===== config.mk =====
export PLATFORM = sky130hd
export DESIGN_NAME = btn_debounce
export DESIGN_NICKNAME = d
export VERILOG_FILES = /design/src/rtl/btn_debounce.sv
export SDC_FILE = /design/constraint.sdc
export NUM_CORES = 1
export LEC_CHECK = 0
export BUFFER_PORTS_ARGS = -buffer_cell sky130_fd_sc_hd__buf_2
export CORE_ASPECT_RATIO = 0.8
export CORE_MARGIN = 2
export CORE_UTILIZATION = 40
export DETAILED_ROUTE_END_ITERATION = 12
export PLACE_DENSITY = 0.56
export SLEW_MARGIN = 10
export SYNTH_ARGS = -nofsm -noshare
export SYNTH_HDL_FRONTEND = slang
export SYNTH_SLANG_ARGS = --single-unit
export TNS_END_PERCENT = 20

===== constraint.sdc =====
create_clock -name clk -period 4.31 [get_ports clk]
set_clock_uncertainty 0.05 [all_clocks]
set_input_delay 0.862 -clock clk [delete_from_list [all_inputs] [get_ports clk]]
set_output_delay 0.862 -clock clk [all_outputs]
set_load 0.02 [all_outputs]

===== src/rtl/btn_debounce.sv =====
// btn_debounce: synchronizes and debounces a raw button, producing a clean level,
// one-cycle rise/fall pulses and a wrapping count of accepted presses.
module btn_debounce #(
    parameter int STABLE_CYCLES = 4,
    parameter int CNT_W         = 16
) (
    input  logic       clk,
    input  logic       rst_n,
    input  logic       btn_in,
    output logic       level,
    output logic       rise,
    output logic       fall,
    output logic [7:0] press_count
);
    typedef enum logic [1:0] {ST_LOW, WAIT_HIGH, ST_HIGH, WAIT_LOW} state_t;

    state_t           r_state, w_state_nxt;
    logic [CNT_W-1:0] r_cnt, w_cnt_nxt;
    logic             r_s0, r_s1;
    logic             r_level, w_level_nxt;
    logic             r_rise, w_rise_nxt;
    logic             r_fall, w_fall_nxt;
    logic [7:0]       r_press, w_press_nxt;
    logic             w_sync;
    logic             w_done;

    assign w_sync = r_s1;
    assign w_done = (r_cnt == CNT_W'(STABLE_CYCLES - 1));

    always_ff @(posedge clk or negedge rst_n) begin
        if (!rst_n) begin
            r_s0    <= 1'b0;
            r_s1    <= 1'b0;
            r_state <= ST_LOW;
            r_cnt   <= '0;
            r_level <= 1'b0;
            r_rise  <= 1'b0;
            r_fall  <= 1'b0;
            r_press <= '0;
        end else begin
            r_s0    <= btn_in;
            r_s1    <= r_s0;
            r_state <= w_state_nxt;
            r_cnt   <= w_cnt_nxt;
            r_level <= w_level_nxt;
            r_rise  <= w_rise_nxt;
            r_fall  <= w_fall_nxt;
            r_press <= w_press_nxt;
        end
    end

    // Each WAIT state either falls back on a mismatching sample or counts up to acceptance.
    always_comb begin
        w_state_nxt = r_state;
        w_cnt_nxt   = r_cnt;
        w_level_nxt = r_level;
        w_rise_nxt  = 1'b0;
        w_fall_nxt  = 1'b0;
        w_press_nxt = r_press;
        case (r_state)
            ST_LOW: begin
                if (w_sync) begin
                    w_state_nxt = WAIT_HIGH;
                    w_cnt_nxt   = '0;
                end
            end
            WAIT_HIGH: begin
                if (!w_sync) begin
                    w_state_nxt = ST_LOW;
                    w_cnt_nxt   = '0;
                end else if (w_done) begin
                    w_state_nxt = ST_HIGH;
                    w_cnt_nxt   = '0;
                    w_level_nxt = 1'b1;
                    w_rise_nxt  = 1'b1;
                    w_press_nxt = r_press + 8'd1;
                end else begin
                    w_cnt_nxt = r_cnt + 1'b1;
                end
            end
            ST_HIGH: begin
                if (!w_sync) begin
                    w_state_nxt = WAIT_LOW;
                    w_cnt_nxt   = '0;
                end
            end
            default: begin
                if (w_sync) begin
                    w_state_nxt = ST_HIGH;
                    w_cnt_nxt   = '0;
                end else if (w_done) begin
                    w_state_nxt = ST_LOW;
                    w_cnt_nxt   = '0;
                    w_level_nxt = 1'b0;
                    w_fall_nxt  = 1'b1;
                end else begin
                    w_cnt_nxt = r_cnt + 1'b1;
                end
            end
        endcase
    end

    assign level       = r_level;
    assign rise        = r_rise;
    assign fall        = r_fall;
    assign press_count = r_press;
endmodule


Word-level counts from Yosys, hierarchy flattened
Index checks and enable logic that the tools add are counted.
- register bits: 31
- add/subtract/negate cells: 2
- muxes and demuxes: 23
- reductions and logical operators: 8
- bitwise logic cells: 1
- eq/ne operators: 8
- operator list (cell ; number):
    2-to-1 mux 16 bit ; 5
    one-hot mux 16 bit (3 select lines) ; 1
    adder 16 x 1 -> 16 bit, second input constant ; 1
    == test 16 x 2 -> 1 bit, second input constant ; 1
    2-to-1 mux 2 bit ; 6
    2-to-1 mux 1 bit ; 9
    adder 8 x 1 -> 8 bit, second input constant ; 1
    AND reduction 4 bit ; 2
    inequality test 2 bit, second input constant ; 3
    one-hot mux 2 bit (3 select lines) ; 1
    nonzero test 4 bit ; 1
    inequality test 3 bit, second input constant ; 1
    AND reduction 3 bit ; 1
    OR reduction 3 bit ; 1
    == test 2 x 1 -> 1 bit, second input constant ; 1
    == test 2 bit, second input constant ; 1
    logical NOT 2 bit ; 1
    inequality test 2 x 1 -> 1 bit, second input constant ; 1
    one-hot mux 1 bit (2 select lines) ; 1
    AND reduction 2 bit ; 1
    OR reduction 2 bit ; 1
    inverter 1 bit ; 1

Longest topological paths before layout
- depth in word-level cells: 4
- depth in mapped cells: 8
- depth with buffers taken out: 7

Worst setup path before layout
Ideal clock, no wire load.
- path type: reg2reg
- start point: reg r_cnt[0]
- end point: reg (tool-made name)
- buffers on the path: 0
- cell stages (with the launch flop): 7
- library setup time: 128 ps
- data arrival time: 1787 ps
- slack: 2346 ps
- required time: 4132 ps
- path through: dfrtp_1 ha_1 nor4b_1 nor4b_4 nand2_2 a211oi_2 mux2_1
- RTL lines (element ; RTL line ; source):
    from (decl) ; 18 ; logic [CNT_W-1:0] r_cnt, w_cnt_nxt;
    from (signal assigned) ; 44 ; r_cnt <= w_cnt_nxt;

Worst setup path after layout
- start point: reg r_cnt[0]
- end point: reg r_cnt[14]
- word-level cells in the longest chain between the ends: 4
- ends and longest elaborated chain (element ; RTL line ; source):
    adder 16 x 1 -> 16 bit or == test 16 x 2 -> 1 bit (tied branches) ; 78, 97, 28 ;
    2-to-1 mux 16 bit * ; 71, 91 ;
    2-to-1 mux 16 bit (on tied branches) ; 88, 68 ;
    one-hot mux 16 bit (3 select lines) * ; 60 ; case (r_state)
Every way passes the cells marked *; elsewhere a longest branch is shown, timed or not.
A chain may end at the register's enable or synchronous reset.

==> metrics.md <==
| Metric | Value |
|---|---|
| Outcome | `completed` |
| Layout cells sized above 1 | `21.2%` |
| First-pass GRT wire length | `4930 microns` |
| Mean post-synth cell area | `10.9 sq um` |
| H-tree Lvls | `2` |
| Commonest non-fill, non-tap cell in the layout | `dfrtp_1` |
| Slew Limit Headroom | `53.8%` |
| P per Cell Area | `421 nW/um^2` |
| Vias | `1102` |
| Fmax | `457 MHz` |
| Ys flop type | `dfrtp_1` |
| Worst VDD drop | `0.000206 V` |
| Pre-CTS setup slack | `2.10 ns` |
| Worst Hold Launch | `r_s0$_DFF_PN0_` |
| Period utilisation layout | `50.8%` |
| GRT Total Usage | `15.3%` |
| DRT iter0 DRCs | `21` |
| Cell Area, Synth | `1600 sq um` |
| Syn Nets | `158` |
| Clk sinks | `31` |
| Pins Over Slew Limit | `0` |
| Hold endpoint | `r_s1$_DFF_PN0_` |
| Worst path required time | `4.40 ns` |
| Hold Path Depth | `0` |
| Setup slack, reg-to-reg | `2.12 ns` |
| RSZ-0062 raised after global routing | `no` |
| Clock Tree Root | `clkbuf_8` |
| Final setup fails | `0` |
| Buffers on Ports | `13` |
| Capture instance of the worst register-to-register path | `r_cnt[14]$_DFFE_PN0P_` |
| Clk_lat worst skew | `0.28 ns` |
| # hold bufs at CTS | `0` |
| Postcts setup bufs | `0` |
| DR WL/cell | `13.2 microns` |
| Final hold slack | `0.299 ns` |
| Clock-pin slew on the worst setup and hold paths | `0.06 ns` |
| Min cycle time layout | `2.19 ns` |
| Layout filler cell count | `367` |
| HP Class | `flip-flop to flip-flop` |
| Initial antenna violation count | `0` |
| Simple-gate share of the synthesized area | `24.2%` |
| CP Max Fanout | `13` |
| Final core occ | `46.8%` |
| Critical Path Sink Type | `flip-flop` |
| YS warnings | `0` |
| # IOs | `14` |
| Register Area | `776 sq um` |
| Met3 usage | `5.48%` |
| Reg2reg path depth | `6` |
| CTS tree | `done` |
| Area grow syn2layout | `12.0%` |
| Number of CTS-inserted buffers | `5` |
| EDFF count, synth | `0` |
| Dpl hpwl | `2050 microns` |
| Die W | `74.7 microns` |
| Crit start category | `flip-flop` |
| Multi-input gate area | `791 sq um` |
| Maximum clock insertion buffer count | `2` |
| Pin count of the biggest net entering global routing | `32` |
| Number of global-route vias before repair | `1051` |
| Seq/Total Area, Yosys | `48.5%` |
| Flops & latches, synth | `31` |
| Worst setup margin | `2.12 ns` |
| Crit path arrival time | `2.28 ns` |
| Main combinational cell family by area after synthesis | `simple AND/OR/NAND/NOR gates` |
| Core area | `3830 sq um` |
| Met2 usage | `22.3%` |
| Synth async-reset ratio | `100%` |
| Worst-Margin Slew | `0.694 ns` |
| Initial cell density of the core | `41.8%` |
| RePlAce Congestion | `0.859` |
| Total die area | `4530 sq um` |
| DRT Wirelength | `2900 microns` |
| Complex-gate fraction of the synthesized area | `3.83%` |
| Reg2reg start | `r_cnt[0]$_DFFE_PN0P_` |
| Nets | `175` |
| First-pass iteration count of the detailed router | `4` |
| Post-Synthesis Cells | `147` |
| Met1 Track Usage GR | `20.7%` |
| Post-synthesis adder-cell area fraction | `6.25%` |
| Die Ht | `60.6 microns` |
| Final Hold Fails | `0` |
| Kind of critical path | `flip-flop to flip-flop` |
| Commonest non-fill, non-tap cells in the layout | `dfrtp_1 (31), nor2_1 (22), buf_2 (13)` |
| Post-CTS sizing | `0` |
| Yosys cell types | `35` |
| Grt peak-use layer | `met2` |
| GR Overflow Total | `0` |
| Rows | `20` |
| Post-route ant nets | `0` |
| Avg Vias per Cell | `5.01` |
| # DRC | `0` |
| Max cap viols | `0` |
| Synth Area in XOR/XNOR | `10.9%` |
| Setup TNS | `0 ns` |
| Static leakage power | `0.832 nW` |
| # diodes | `0` |
| Mux contribution to synthesized area | `4.14%` |
-- worst max path at each step --
stage          slack (ns)                 start  cells past startpoint                     to
2_1_floorplan        2.35  r_cnt[0]$_DFFE_PN0P_                      6              flip-flop
5_1_grt              1.90  r_cnt[0]$_DFFE_PN0P_                      6   r_cnt[8]$_DFFE_PN0P_
3_3_place_gp         2.24  r_cnt[0]$_DFFE_PN0P_                      6   r_cnt[5]$_DFFE_PN0P_
3_5_place_dp         2.10  r_cnt[0]$_DFFE_PN0P_                      6   r_cnt[5]$_DFFE_PN0P_
6_report             2.12  r_cnt[0]$_DFFE_PN0P_                      6  r_cnt[14]$_DFFE_PN0P_
4_1_cts              2.11  r_cnt[0]$_DFFE_PN0P_                      6   r_cnt[6]$_DFFE_PN0P_
-- per-layer routing --
layer / part of all wire, % / vias to the layer above
met5: 0 / -
met4: 1.0 / 0
met3: 4.5 / 2
met2: 43 / 21
met1: 52 / 533
li1: - / 546
-- report_power, final --
| group | internal (mW) | switching, mW |
|---|---|---|
| Sequential | 0.314 | 0.0268 |
| Combinational | 0.0713 | 0.129 |
| Clock | 0.113 | 0.102 |
-- final cells by class --
cell class	instances	area share (%)
multi-input combinational	110	44.1
tap	55	3.84
sequential	31	43.3
clock inverter	1	0.279
inverter	3	0.628
clock buffer	7	4.26
timing repair buffer	13	3.63
-- cells by family (layout without fill, tap and decap cells) --
family | after synthesis | in the layout
and+or+nand+nor | 67 | 67
DFF | 31 | 31
xor gates and xnor gates | 20 | 20
AOI/OAI and AO/OA | 9 | 9
adders and majority gates | 8 | 8
muxes | 6 | 6
buffers and inverters | 6 | 24
-- worst max-delay path, stage by stage, from the launching register on --
cell and delay, ns:
dfrtp_1 0.38, ha_1 0.21, nor4b_1 0.33, nor4b_4 0.36
a21oi_1 0.17, nor2_2 0.44, nor2_1 0.10
-- cell usage after synthesis (2+ instances only) --
library cell / n / share of area, %
nand2_1: 9 / 2.1
ha_1: 8 / 6.3
nand4_1: 8 / 3.1
xor2_1: 9 / 4.9
a211oi_1: 2 / 0.94
mux2_2: 4 / 2.8
or4_4: 2 / 1.4
dfrtp_1: 31 / 48
xnor2_1: 11 / 6.0
nor4b_1: 2 / 1.1
nor2_1: 22 / 5.2
nand3_1: 7 / 2.2
and3_1: 4 / 1.6
inv_1: 3 / 0.70
and4_2: 2 / 1.3
o21ai_0: 4 / 1.3
-- registers in the layout, summed over array words and instances, names as in the netlist, named ones only --
name	cells
fall	1
level	1
r_cnt	16
r_state	1
rise	1
r_s1	1
r_s0	1
press_count	8
-- stage by stage --
step	std cells	power (mW)	instance area, sq um
5_1_grt	220	0.812	1790
2_1_floorplan	147	0.501	1600
3_5_place_dp	212	0.549	1710
4_1_cts	220	0.766	1790
6_report	220	0.756	1790
3_3_place_gp	212	0.537	1710
No activity file was read; power rests on OpenSTA's default activity.
